===== config.mk =====
export PLATFORM = sky130hd
export DESIGN_NAME = ram_arbiter
export DESIGN_NICKNAME = d
export VERILOG_FILES = /design/src/rtl/ram_arbiter_pkg.sv /design/src/rtl/ram_arbiter.sv
export SDC_FILE = /design/constraint.sdc
export NUM_CORES = 1
export LEC_CHECK = 0
export CAP_MARGIN = 20
export CORE_AREA = 5 5 101 103
export CTS_CLUSTER_SIZE = 16
export DETAILED_ROUTE_END_ITERATION = 10
export DIE_AREA = 0 0 106 108
export HOLD_SLACK_MARGIN = 0.02
export SYNTH_ARGS = -nofsm -noshare
export SYNTH_HDL_FRONTEND = slang
export SYNTH_SLANG_ARGS = --single-unit

===== constraint.sdc =====
create_clock -name clock -period 1.1 [get_ports clock]
set_input_delay 0.11 -clock clock [delete_from_list [all_inputs] [get_ports clock]]
set_output_delay 0.11 -clock clock [all_outputs]
set_load 0.05 [all_outputs]

===== src/rtl/ram_arbiter_pkg.sv =====
// Shared core package used by the RAM arbiter.
// Provides the datapath width, the RAM store-width encoding and the
// arbiter owner encoding, which trace and debug tooling can also use.
package ram_arbiter_pkg;

    // Core datapath width (RV32I).
    localparam int XLEN = 32;

    // Store width presented to the RAM; loads ignore this field.
    typedef enum logic [1:0] {
        write_byte     = 2'd0,
        write_halfword = 2'd1,
        write_word     = 2'd2
    } write_width_t;

    // Which requester owns the RAM read data returning this cycle.
    typedef enum logic [1:0] {
        NONE    = 2'd0,
        IFETCH  = 2'd1,
        DMEM_RD = 2'd2,
        DMEM_WR = 2'd3
    } ram_owner_t;

endpackage : ram_arbiter_pkg


===== src/rtl/ram_arbiter.sv =====
// ram_arbiter: shares the single-ported RAM between instruction fetch and
// the memory stage. Grants are combinational. An owner register tracks the
// RAM's one-cycle read latency and steers the read data back to whichever
// requester issued the access.
//
// Optional feature: define RAM_ARB_STARVE_GUARD_EN to build the fetch
// starvation guard. After STARVE_LIMIT consecutive data grants won against a
// waiting fetch, fetch is forced through for one cycle. Without the macro,
// the data port has strict priority and no counter exists.
module ram_arbiter
    import ram_arbiter_pkg::*;
#(
    parameter int STARVE_LIMIT = 4
) (
    input  logic            clock,
    input  logic            reset_n,

    input  logic            ifetch_req_valid,
    output logic            ifetch_req_ready,
    input  logic [XLEN-1:0] ifetch_addr,
    output logic            ifetch_rsp_valid,
    output logic [XLEN-1:0] ifetch_rsp_data,

    input  logic            dmem_req_valid,
    output logic            dmem_req_ready,
    input  logic [XLEN-1:0] dmem_addr,
    input  logic [XLEN-1:0] dmem_w_data,
    input  write_width_t    dmem_w_width,
    input  logic            dmem_w_enable,
    output logic            dmem_rsp_valid,
    output logic [XLEN-1:0] dmem_rsp_data,

    output logic [XLEN-1:0] ram_addr,
    output logic [XLEN-1:0] ram_w_data,
    output write_width_t    ram_w_width,
    output logic            ram_w_enable,
    input  logic [XLEN-1:0] ram_r_data
);

    // A zero limit would force fetch through on every contended cycle,
    // which is never what is intended.
    if (STARVE_LIMIT < 1) begin : g_bad_limit
        $error("ram_arbiter: STARVE_LIMIT must be at least 1");
    end

    logic       force_ifetch;   // starvation guard overrides data priority
    logic       dmem_grant;
    logic       ifetch_grant;
    ram_owner_t owner_q;
    ram_owner_t owner_d;

`ifdef RAM_ARB_STARVE_GUARD_EN
    localparam int CNT_W = $clog2(STARVE_LIMIT + 1);

    logic [CNT_W-1:0] starve_q;
    logic [CNT_W-1:0] starve_d;

    // Fetch wins once it has lost STARVE_LIMIT contended cycles in a row.
    assign force_ifetch = ifetch_req_valid && dmem_req_valid &&
                          (starve_q == CNT_W'(STARVE_LIMIT));

    // Count data grants taken while fetch waits; any fetch grant or an
    // absent fetch request restarts the count.
    always_comb begin
        starve_d = starve_q;
        if (!ifetch_req_valid || ifetch_grant) begin
            starve_d = '0;
        end else if (dmem_grant) begin
            starve_d = starve_q + CNT_W'(1);
        end
    end

    // Starvation counter register.
    always_ff @(posedge clock or negedge reset_n) begin
        if (!reset_n) begin
            starve_q <= '0;
        end else begin
            starve_q <= starve_d;
        end
    end
`else
    // Strict data-port priority: fetch is never forced through.
    assign force_ifetch = 1'b0;
`endif

    // Data port wins contention unless the guard fires; fetch takes the RAM
    // whenever the data port does not.
    assign dmem_grant   = dmem_req_valid && !force_ifetch;
    assign ifetch_grant = ifetch_req_valid && !dmem_grant;

    assign dmem_req_ready   = dmem_grant;
    assign ifetch_req_ready = ifetch_grant;

    // RAM request mux and next owner selection.
    always_comb begin
        ram_addr     = '0;
        ram_w_data   = '0;
        ram_w_width  = write_word;
        ram_w_enable = 1'b0;
        owner_d      = NONE;
        if (dmem_grant) begin
            ram_addr     = dmem_addr;
            ram_w_data   = dmem_w_data;
            ram_w_width  = dmem_w_width;
            // Never let a store reach the RAM while reset is held.
            ram_w_enable = dmem_w_enable && reset_n;
            owner_d      = dmem_w_enable ? DMEM_WR : DMEM_RD;
        end else if (ifetch_grant) begin
            ram_addr = ifetch_addr;
            owner_d  = IFETCH;
        end
    end

    // Owner register: remembers who the RAM is answering next cycle.
    always_ff @(posedge clock or negedge reset_n) begin
        if (!reset_n) begin
            owner_q <= NONE;
        end else begin
            owner_q <= owner_d;
        end
    end

    // Response steering from the owner; store acknowledges carry zero data.
    always_comb begin
        ifetch_rsp_valid = 1'b0;
        ifetch_rsp_data  = '0;
        dmem_rsp_valid   = 1'b0;
        dmem_rsp_data    = '0;
        unique case (owner_q)
            IFETCH: begin
                ifetch_rsp_valid = 1'b1;
                ifetch_rsp_data  = ram_r_data;
            end
            DMEM_RD: begin
                dmem_rsp_valid = 1'b1;
                dmem_rsp_data  = ram_r_data;
            end
            DMEM_WR: begin
                dmem_rsp_valid = 1'b1;
            end
            default: begin
            end
        endcase
    end

endmodule : ram_arbiter


==> flow_summary.json, run 1 <==
{
  "status": "complete, but fails checks",
  "violated_checks": "setup timing",
  "post_synth_fa_ha_maj_area_fraction_pct": 0,
  "start_kind": "flip-flop",
  "yosys_register_bits": 2,
  "post-route-min-period_ns": 1.40,
  "detailed_place_hpwl_um": 8720,
  "power_switching_mw": 1.66,
  "critical_path_required_ns": 0.99,
  "drt_drc_violations_left": 0,
  "cts.hold.buffers_added": 0,
  "area_used_by_multi_input_combinational_logic_um2": 1340,
  "first_iter_violations": 59,
  "ratio_of_final_minimum_period_to_clock_period_pct": 127,
  "dpl_cell_area_um2": 5590,
  "largest_registers": "owner_q: 2 flops",
  "stdcell_area_um2": 5860,
  "worstPathMaxFanout": 24,
  "synth_mux_area_share_pct": 0,
  "min_delay_src": "dmem_req_valid",
  "critPathSlowestCell": "sky130_fd_sc_hd__dfrtp_1",
  "cts_tree": "built",
  "max_freq_mhz": 713,
  "worstPathCellList": "nor2b_4 -> buf_12 -> and2_2 -> buf_12",
  "io_buffers": 269,
  "synthDominantAreaCellType": "sky130_fd_sc_hd__and2_1",
  "num_antenna_cells": 0,
  "hold-path-endpoint": "owner_q[1]",
  "min-delay-path-class": "in2reg",
  "synth_top_family_by_area": "simple AND/OR/NAND/NOR gates",
  "area.growth.synth_to_final_pct": 362,
  "cts-htree-levels": 1,
  "gr-total-overflow": 0,
  "critPathCaptureType": "output pin",
  "route.vias.total": 2501,
  "share_of_power_burned_in_registers_pct": 2.3,
  "post_synth_inst_count": 221,
  "drive_gt1_share_pct": 53.2,
  "timing_max_transition_violations_final": 0,
  "start_util_pct": 13.9,
  "final_antenna_net_count": 0,
  "holdWs_ns": 0.136,
  "post-layout-total-power_mw": 3.70,
  "clockRootBuffer": "sky130_fd_sc_hd__clkbuf_8",
  "die_area_um2": 11400,
  "synthesized_area_fraction_occupied_by_ao_oa_aoi_and_oai_cells_pct": 13.5,
  "ys_seq_area_share_pct": 3.95,
  "synth.avg_cell_area_um2": 5.74,
  "synthTopCellsByArea": "sky130_fd_sc_hd__and2_1, sky130_fd_sc_hd__nand2_1, sky130_fd_sc_hd__o21ai_1",
  "ys_types": 16,
  "largest_reg_flops": 2,
  "post_synthesis_xor_xnor_area_fraction_pct": 0,
  "drtPass1Iterations": 4,
  "leakagePower_nw": 2.56,
  "maxCapViolCount": 0,
  "synth_simple_gate_area_share_pct": 70.1,
  "wirelength_um": 10100,
  "p_int_mw": 2.04,
  "most_common_cell_after_layout_fill_and_taps_aside": "sky130_fd_sc_hd__buf_12",
  "worstMarginPinSlew_ns": 0.194,
  "tritoncts_num_sinks": 2,
  "grt_pass1_wl_um": 14100,
  "yosys_warnings": 0,
  "final_net_count": 626,
  "num-fill-cells": 692,
  "floorplan.rows": 35,
  "postSynthNetCount": 356,
  "average_vias_per_placed_instance": 4.17,
  "clock_tree.buffer_depth": 2,
  "cts_buffers": 3,
  "grt_max_degree": 44,
  "report.final.hold_viol_count": 0,
  "clkTransAtPathRegs_ns": 0.03,
  "synth.cell_area_um2": 1270,
  "synth_largest_type_area_fraction_pct": 47.9,
  "combinationalPowerShare_pct": 89.8,
  "most-common-layout-cells": "sky130_fd_sc_hd__buf_12, sky130_fd_sc_hd__clkdlybuf4s50_1, sky130_fd_sc_hd__nand2_1",
  "power.density_cell_area_nw_per_um2": 632,
  "max-slew-margin-rel_pct": 87.1,
  "power.clock.fraction_pct": 7.9,
  "regArea_um2": 50.0,
  "data_arrival_time_at_the_worst_slack_endpoint_ns": 1.29,
  "post_drt_wl_per_cell_um": 16.8,
  "number_of_setup_violations_in_the_final_report": 65,
  "critical-path-max-stage-delay_ns": 0.39,
  "crit_type": "reg2out",
  "first_global_vias": 2510,
  "grt.total_usage_pct": 15.8,
  "die_width_um": 106,
  "least_setup_slack_across_all_paths_after_layout_ns": -0.302,
  "cts_setup_buffers": 0,
  "whs_path_depth": 1,
  "critical-path-top-cell-by-count": "sky130_fd_sc_hd__buf_12",
  "rsz0062_at_grt": "true",
  "max-vdd-ir-drop_mv": 0.318,
  "floorplan.die.height_um": 108,
  "gp_routability_congestion": 0.869,
  "registers.top_by_ff_count": "owner_q",
  "placeableCoreArea_um2": 9110,
  "antenna_found_initial": 0,
  "io-pin-count": 270,
  "power.share.switching_pct": 44.9
}
## final cells by class
type | instances | area share (%)
tap | 111 | 2.37
timing repair buffer | 287 | 73.2
clock buffer | 3 | 0.705
sequential | 2 | 0.855
multi-input combinational | 197 | 22.9
## synth_stat cells
cell                       number
sky130_fd_sc_hd__and2_1        97
sky130_fd_sc_hd__nand2_1       62
sky130_fd_sc_hd__o21ai_1       30
sky130_fd_sc_hd__buf_2          7
sky130_fd_sc_hd__buf_6          7
sky130_fd_sc_hd__buf_4          3
sky130_fd_sc_hd__clkbuf_1       3
sky130_fd_sc_hd__clkbuf_2       2
sky130_fd_sc_hd__dfrtp_1        2
sky130_fd_sc_hd__nor2b_4        2
sky130_fd_sc_hd__a21o_1         1
sky130_fd_sc_hd__a22o_1         1
sky130_fd_sc_hd__and3_1         1
sky130_fd_sc_hd__nand2b_1       1
sky130_fd_sc_hd__nor2b_2        1
sky130_fd_sc_hd__o21ai_0        1
## power by group through the flow
stage | clock network (mW) | logic [mW] | registers [mW]
2_1_floorplan | 0 | 1.42 | 0.0843
3_3_place_gp | 0 | 3.23 | 0.0847
3_5_place_dp | 0 | 3.25 | 0.0848
4_1_cts | 0.298 | 3.32 | 0.0842
5_1_grt | 0.314 | 3.45 | 0.0847
6_report | 0.292 | 3.33 | 0.0841
## kinds of logic after synthesis
| family | count (synthesis) |
|---|---|
| AO/OA/AOI/OAI | 33 |
| buffers and inverters | 22 |
| flip-flops | 2 |
| AND/OR/NAND/NOR | 164 |
## what timing repair did
action	CTS	global route
gates resized for setup	36	19
gates cloned	2	2
pin swaps	13	19
endpoints found under the setup margin	98	83
## through the flow
stage / utilization, % / worst slack, ns / TNS [ns] / instances
after floorplan: - / -0.164 / -4.85 / 221
after global placement: 61.4 / -0.305 / -11.90 / 593
after detailed placement: 61.4 / -0.354 / -13.16 / 593
after CTS: 63.1 / -0.317 / -18.26 / 598
after global routing: 64.3 / -0.365 / -21.22 / 600
final: 64.3 / -0.302 / -17.31 / 600
## metal layers
layer / global-route usage [%] / vias up / wire [µm]
met3: 6.27 / 18 / 1080
met1: 15.6 / 1088 / 3220
met4: 5.74 / 0 / 270
met2: 30.0 / 169 / 5490
li1: - / 1226 / -
met5: 0 / - / 0
## worst max-delay path by stage
stage	from	end	slack, ns	cells after the start
2_1_floorplan	dmem_req_valid	ram_addr[10]	-0.16	3
3_3_place_gp	ifetch_req_valid	ram_addr[8]	-0.30	5
3_5_place_dp	ifetch_req_valid	ram_addr[13]	-0.35	5
4_1_cts	owner_q[1]	dmem_rsp_data[28]	-0.32	4
5_1_grt	owner_q[1]	dmem_rsp_data[31]	-0.36	4
6_report	owner_q[1]	dmem_rsp_data[28]	-0.30	4
## critical path: cells and delay by family, from the launching register on
kind / cells / cell delay (ns)
DFF: 1 / 0.39
and+or+nand+nor: 2 / 0.38
buffers and inverters: 2 / 0.30
Note: power is estimated with default switching activity, not from simulation.
==> run 2: changes to the inputs <==
GPL_ROUTABILITY_DRIVEN = 1   (was default)
PLACE_DENSITY = 0.75   (was default)
==> flow_summary.json, run 2 (synthesis gave the netlist of run 1 again) <==
{
  "status": "complete, but fails checks",
  "violated_checks": "setup timing",
  "cts.hold.buffers_added": 0,
  "drive_gt1_share_pct": 52.2,
  "critical-path-max-stage-delay_ns": 0.39,
  "max-slew-margin-rel_pct": 87.4,
  "timing_max_transition_violations_final": 0,
  "cts_setup_buffers": 0,
  "clock_tree.buffer_depth": 2,
  "most_common_cell_after_layout_fill_and_taps_aside": "sky130_fd_sc_hd__buf_12",
  "kind_of_cell_with_the_highest_combined_delay_on_the_critical_path": "flip-flops",
  "placed_cells": 589,
  "maxCapViolCount": 0,
  "tritoncts_num_sinks": 2,
  "cts-htree-levels": 1,
  "post-route-min-period_ns": 1.42,
  "crit_type": "reg2out",
  "die_area_um2": 11400,
  "cts_tree": "built",
  "power.density_cell_area_nw_per_um2": 634,
  "rsz0062_at_grt": "true",
  "worst-path-buf-inv": 2,
  "first_global_vias": 2518,
  "critPathSlowestCell": "sky130_fd_sc_hd__dfrtp_1",
  "io_buffers": 269,
  "critical_path_required_ns": 0.99,
  "post_drt_wl_per_cell_um": 16.9,
  "num_antenna_cells": 0,
  "critical_path.startpoint": "owner_q[1]",
  "cts_buffers": 3,
  "registers.top_by_ff_count": "owner_q",
  "final_cells": 594,
  "start_kind": "flip-flop",
  "largest_registers": "owner_q: 2 flops",
  "timing.critical_path.depth": 4,
  "die_width_um": 106,
  "grt_max_degree": 60,
  "gp_routability_congestion": 0.849,
  "placeableCoreArea_um2": 9110,
  "drtPass1Iterations": 4,
  "leakagePower_nw": 2.58,
  "ratio_of_final_minimum_period_to_clock_period_pct": 129,
  "antenna_found_initial": 0,
  "max_freq_mhz": 702,
  "final_net_count": 620,
  "area.growth.synth_to_final_pct": 359,
  "route.vias.total": 2498,
  "data_arrival_time_at_the_worst_slack_endpoint_ns": 1.31,
  "floorplan.die.height_um": 108,
  "detailed_place_hpwl_um": 8660,
  "gr-total-overflow": 0,
  "holdWs_ns": 0.163,
  "worstMarginPinSlew_ns": 0.188,
  "critPathCaptureType": "output pin",
  "clockRootBuffer": "sky130_fd_sc_hd__clkbuf_8",
  "floorplan.rows": 35,
  "average_vias_per_placed_instance": 4.21,
  "max-vdd-ir-drop_mv": 0.317,
  "placement.setup.worst_slack_ns": -0.322,
  "report.final.hold_viol_count": 0,
  "final_antenna_net_count": 0,
  "drt_drc_violations_left": 0,
  "largest_reg_flops": 2,
  "clkTransAtPathRegs_ns": 0.03,
  "wirelength_um": 10100,
  "worstPathMaxFanout": 32,
  "most-common-layout-cells": "sky130_fd_sc_hd__buf_12, sky130_fd_sc_hd__clkdlybuf4s50_1, sky130_fd_sc_hd__nand2_1",
  "start_util_pct": 13.9,
  "least_setup_slack_across_all_paths_after_layout_ns": -0.324,
  "min-delay-path-class": "in2async",
  "number_of_setup_violations_in_the_final_report": 65,
  "worstPathCellList": "nor2b_4 -> buf_12 -> and2_2 -> buf_12",
  "grt_pass1_wl_um": 14500,
  "first_iter_violations": 32,
  "grt.total_usage_pct": 16.2,
  "critical-path-top-cell-by-count": "sky130_fd_sc_hd__buf_12",
  "num-fill-cells": 697,
  "io-pin-count": 270,
  "critical_path.endpoint": "dmem_rsp_data[19]"
}
## run 2: changes by cell type in the layout (fill, tap and decap cells not counted), moves of 2 or more
cell / previous run / this run
sky130_fd_sc_hd__buf_16: 0 / 2
sky130_fd_sc_hd__clkdlybuf4s50_1: 124 / 118
sky130_fd_sc_hd__dlygate4sd2_1: 0 / 2
sky130_fd_sc_hd__nand2_2: 3 / 1
sky130_fd_sc_hd__buf_4: 8 / 5
sky130_fd_sc_hd__buf_6: 4 / 1
sky130_fd_sc_hd__dlymetal6s2s_1: 8 / 12
sky130_fd_sc_hd__nand2_1: 59 / 61
## run 2: area by class of cell
cell class	count	area, µm²	area share, %
clock buffer	3	41.3	0.709
sequential	2	50.0	0.859
tap	111	139	2.39
multi-input combinational	197	1330	22.8
timing repair buffer	281	4270	73.2
## run 2: power by group
group	switching, mW	internal, mW	leakage (nW)
clock network	0.0638	0.232	0.0216
registers	0.00531	0.0789	0.0236
logic	1.60	1.71	2.53
total	1.67	2.02	2.58
## run 2: worst min path at each step
stage,from,end,slack [ns],cells after the start
2_1_floorplan,reset_n,owner_q[0],-0.19,0
3_3_place_gp,reset_n,owner_q[0],0.39,2
3_5_place_dp,reset_n,owner_q[0],0.38,2
4_1_cts,reset_n,owner_q[0],0.16,2
5_1_grt,reset_n,owner_q[0],0.20,2
6_report,reset_n,owner_q[0],0.16,2
## run 2: per-stage QoR
stage               utilization, %  total power, mW  TNS [ns]  instance area (µm²)
floorplan                        -             1.51     -4.85                 1440
global placement              61.4             3.30    -12.68                 5590
detailed placement            61.4             3.34    -14.46                 5590
CTS                           62.8             3.70    -19.87                 5720
global route                  63.9             3.83    -22.06                 5820
finish                        63.9             3.69    -18.61                 5820
## run 2: per-layer routing
metal  track usage, %  up-vias  routed length, µm
li1                 -     1209                  -
met1             16.9     1130               3310
met2             31.7      145               5640
met3             3.88       14                901
met4             5.00        0                214
met5                0        -                  0
## run 2: what timing repair did
action,in CTS,in global routing
resized for setup,26,25
gates cloned,1,1
setup endpoints to repair,99,85
pin swaps,6,31
==> run 3: changes to the inputs <==
PLACE_DENSITY = 0.7   (was 0.75)
==> flow_summary.json, run 3 (synthesis gave the netlist of run 1 again) <==
{
  "status": "complete, but fails checks",
  "violated_checks": "setup timing",
  "ratio_of_final_minimum_period_to_clock_period_pct": 130,
  "critical_path_required_ns": 0.99,
  "floorplan.rows": 35,
  "grt_max_degree": 53,
  "gp_routability_congestion": 0.776,
  "placeableCoreArea_um2": 9110,
  "data_arrival_time_at_the_worst_slack_endpoint_ns": 1.32,
  "cts.hold.buffers_added": 0,
  "max_freq_mhz": 701,
  "cts_buffers": 3,
  "drtPass1Iterations": 3,
  "stdcell_area_um2": 5810,
  "post_drt_wl_per_cell_um": 17.7,
  "cts_setup_buffers": 0,
  "placement.setup.worst_slack_ns": -0.357,
  "start_kind": "flip-flop",
  "start_util_pct": 13.9,
  "report.final.hold_viol_count": 0,
  "dpl_cell_area_um2": 5580,
  "first_global_vias": 2477,
  "critPathCaptureType": "output pin",
  "drive_gt1_share_pct": 52.3,
  "num_antenna_cells": 0,
  "largest_reg_flops": 2,
  "route.vias.total": 2515,
  "clockRootBuffer": "sky130_fd_sc_hd__clkbuf_8",
  "maxCapViolCount": 0,
  "most-common-layout-cells": "sky130_fd_sc_hd__buf_12, sky130_fd_sc_hd__clkdlybuf4s50_1, sky130_fd_sc_hd__nand2_1",
  "least_setup_slack_across_all_paths_after_layout_ns": -0.327,
  "grtUsageMet1_pct": 15.3,
  "cts_tree": "built",
  "gr-total-overflow": 0,
  "power.density_cell_area_nw_per_um2": 635,
  "die_width_um": 106,
  "regArea_um2": 50.0,
  "io_buffers": 269,
  "clock_tree.buffer_depth": 2,
  "rsz0062_at_grt": "true",
  "most_common_cell_after_layout_fill_and_taps_aside": "sky130_fd_sc_hd__buf_12",
  "grt_pass1_wl_um": 14400,
  "wirelength_um": 10600,
  "worstPathMaxFanout": 32,
  "number_of_setup_violations_in_the_final_report": 65,
  "first_iter_violations": 53,
  "timing_max_transition_violations_final": 0,
  "io-pin-count": 270,
  "max-vdd-ir-drop_mv": 0.336,
  "leakagePower_nw": 2.56,
  "crit_type": "reg2out",
  "floorplan.die.height_um": 108,
  "worstMarginPinSlew_ns": 0.193,
  "average_vias_per_placed_instance": 4.23,
  "final_net_count": 621,
  "die_area_um2": 11400,
  "max-slew-margin-rel_pct": 87.1,
  "area.growth.synth_to_final_pct": 359,
  "min-delay-path-class": "in2async",
  "final_antenna_net_count": 0,
  "post-route-min-period_ns": 1.43,
  "largest_registers": "owner_q: 2 flops",
  "area_used_by_multi_input_combinational_logic_um2": 1320,
  "use_met3_pct": 7.46,
  "cts-htree-levels": 1,
  "detailed_place_hpwl_um": 9090,
  "grt.total_usage_pct": 16.3,
  "grt_busiest_layer": "met2",
  "num-fill-cells": 698,
  "drt_drc_violations_left": 0,
  "registers.top_by_ff_count": "owner_q",
  "antenna_found_initial": 5,
  "groute.layer.met2.usage_pct": 32.0,
  "tritoncts_num_sinks": 2,
  "clkTransAtPathRegs_ns": 0.03
}
## run 3: changes by cell type in the layout (fill, tap and decap cells not counted), moves of 2 or more
cell | previous run | this run
sky130_fd_sc_hd__and2_4 | 48 | 46
sky130_fd_sc_hd__and2_2 | 16 | 18
sky130_fd_sc_hd__clkdlybuf4s50_1 | 118 | 121
sky130_fd_sc_hd__buf_4 | 5 | 7
sky130_fd_sc_hd__dlymetal6s2s_1 | 12 | 10
## run 3: per-stage QoR
step                      utilization (%)  hold slack (ns)  power (mW)  TNS, ns  std cells
after CTS                            62.7            0.160        3.69   -19.27        593
after detailed placement             61.2            0.386        3.33   -14.00        589
after global placement               61.2            0.391        3.30   -12.59        589
final                                63.8            0.163        3.69   -18.75        595
after floorplan                         -           -0.186        1.51    -4.85        221
after global routing                 63.8            0.169        3.83   -22.34        595
## run 3: cell type report
| class | count | area share, % |
|---|---|---|
| repair buffers | 282 | 73.4 |
| multi-input cells | 197 | 22.7 |
| clock buffers | 3 | 0.710 |
| well taps | 111 | 2.39 |
| flip-flops and latches | 2 | 0.861 |
## run 3: worst max-delay path by stage
stage	from	to	slack [ns]	cells after the start
global placement	ifetch_req_valid	ram_addr[6]	-0.36	5
finish	owner_q[1]	dmem_rsp_data[8]	-0.33	4
global route	owner_q[1]	dmem_rsp_data[31]	-0.38	4
detailed placement	ifetch_req_valid	ram_addr[6]	-0.36	5
floorplan	dmem_req_valid	ram_addr[10]	-0.16	3
CTS	owner_q[1]	dmem_rsp_data[8]	-0.34	4
## run 3: report_power, final
| part | switching [mW] | internal, mW |
|---|---|---|
| Sequential | 0.00542 | 0.0789 |
| Clock | 0.0686 | 0.232 |
| Combinational | 1.59 | 1.71 |
| Total | 1.67 | 2.02 |
## run 3: worst max-delay path: stages, from the launching register on
cell and delay [ns]:
sky130_fd_sc_hd__dfrtp_1 0.40, sky130_fd_sc_hd__nor2b_4 0.19, sky130_fd_sc_hd__buf_12 0.18, sky130_fd_sc_hd__and2_2 0.19, sky130_fd_sc_hd__buf_12 0.14
## run 3: repair_timing
action,CTS,global route
gates cloned,1,2
endpoints found under the setup margin,99,81
gates resized for setup,26,19
pin swaps,7,25
## run 3: layer usage
layer	part of all wire [%]	routed length, µm
met4	1.9	201
met5	0.53	56
met3	11	1200
met2	55	5840
met1	31	3270
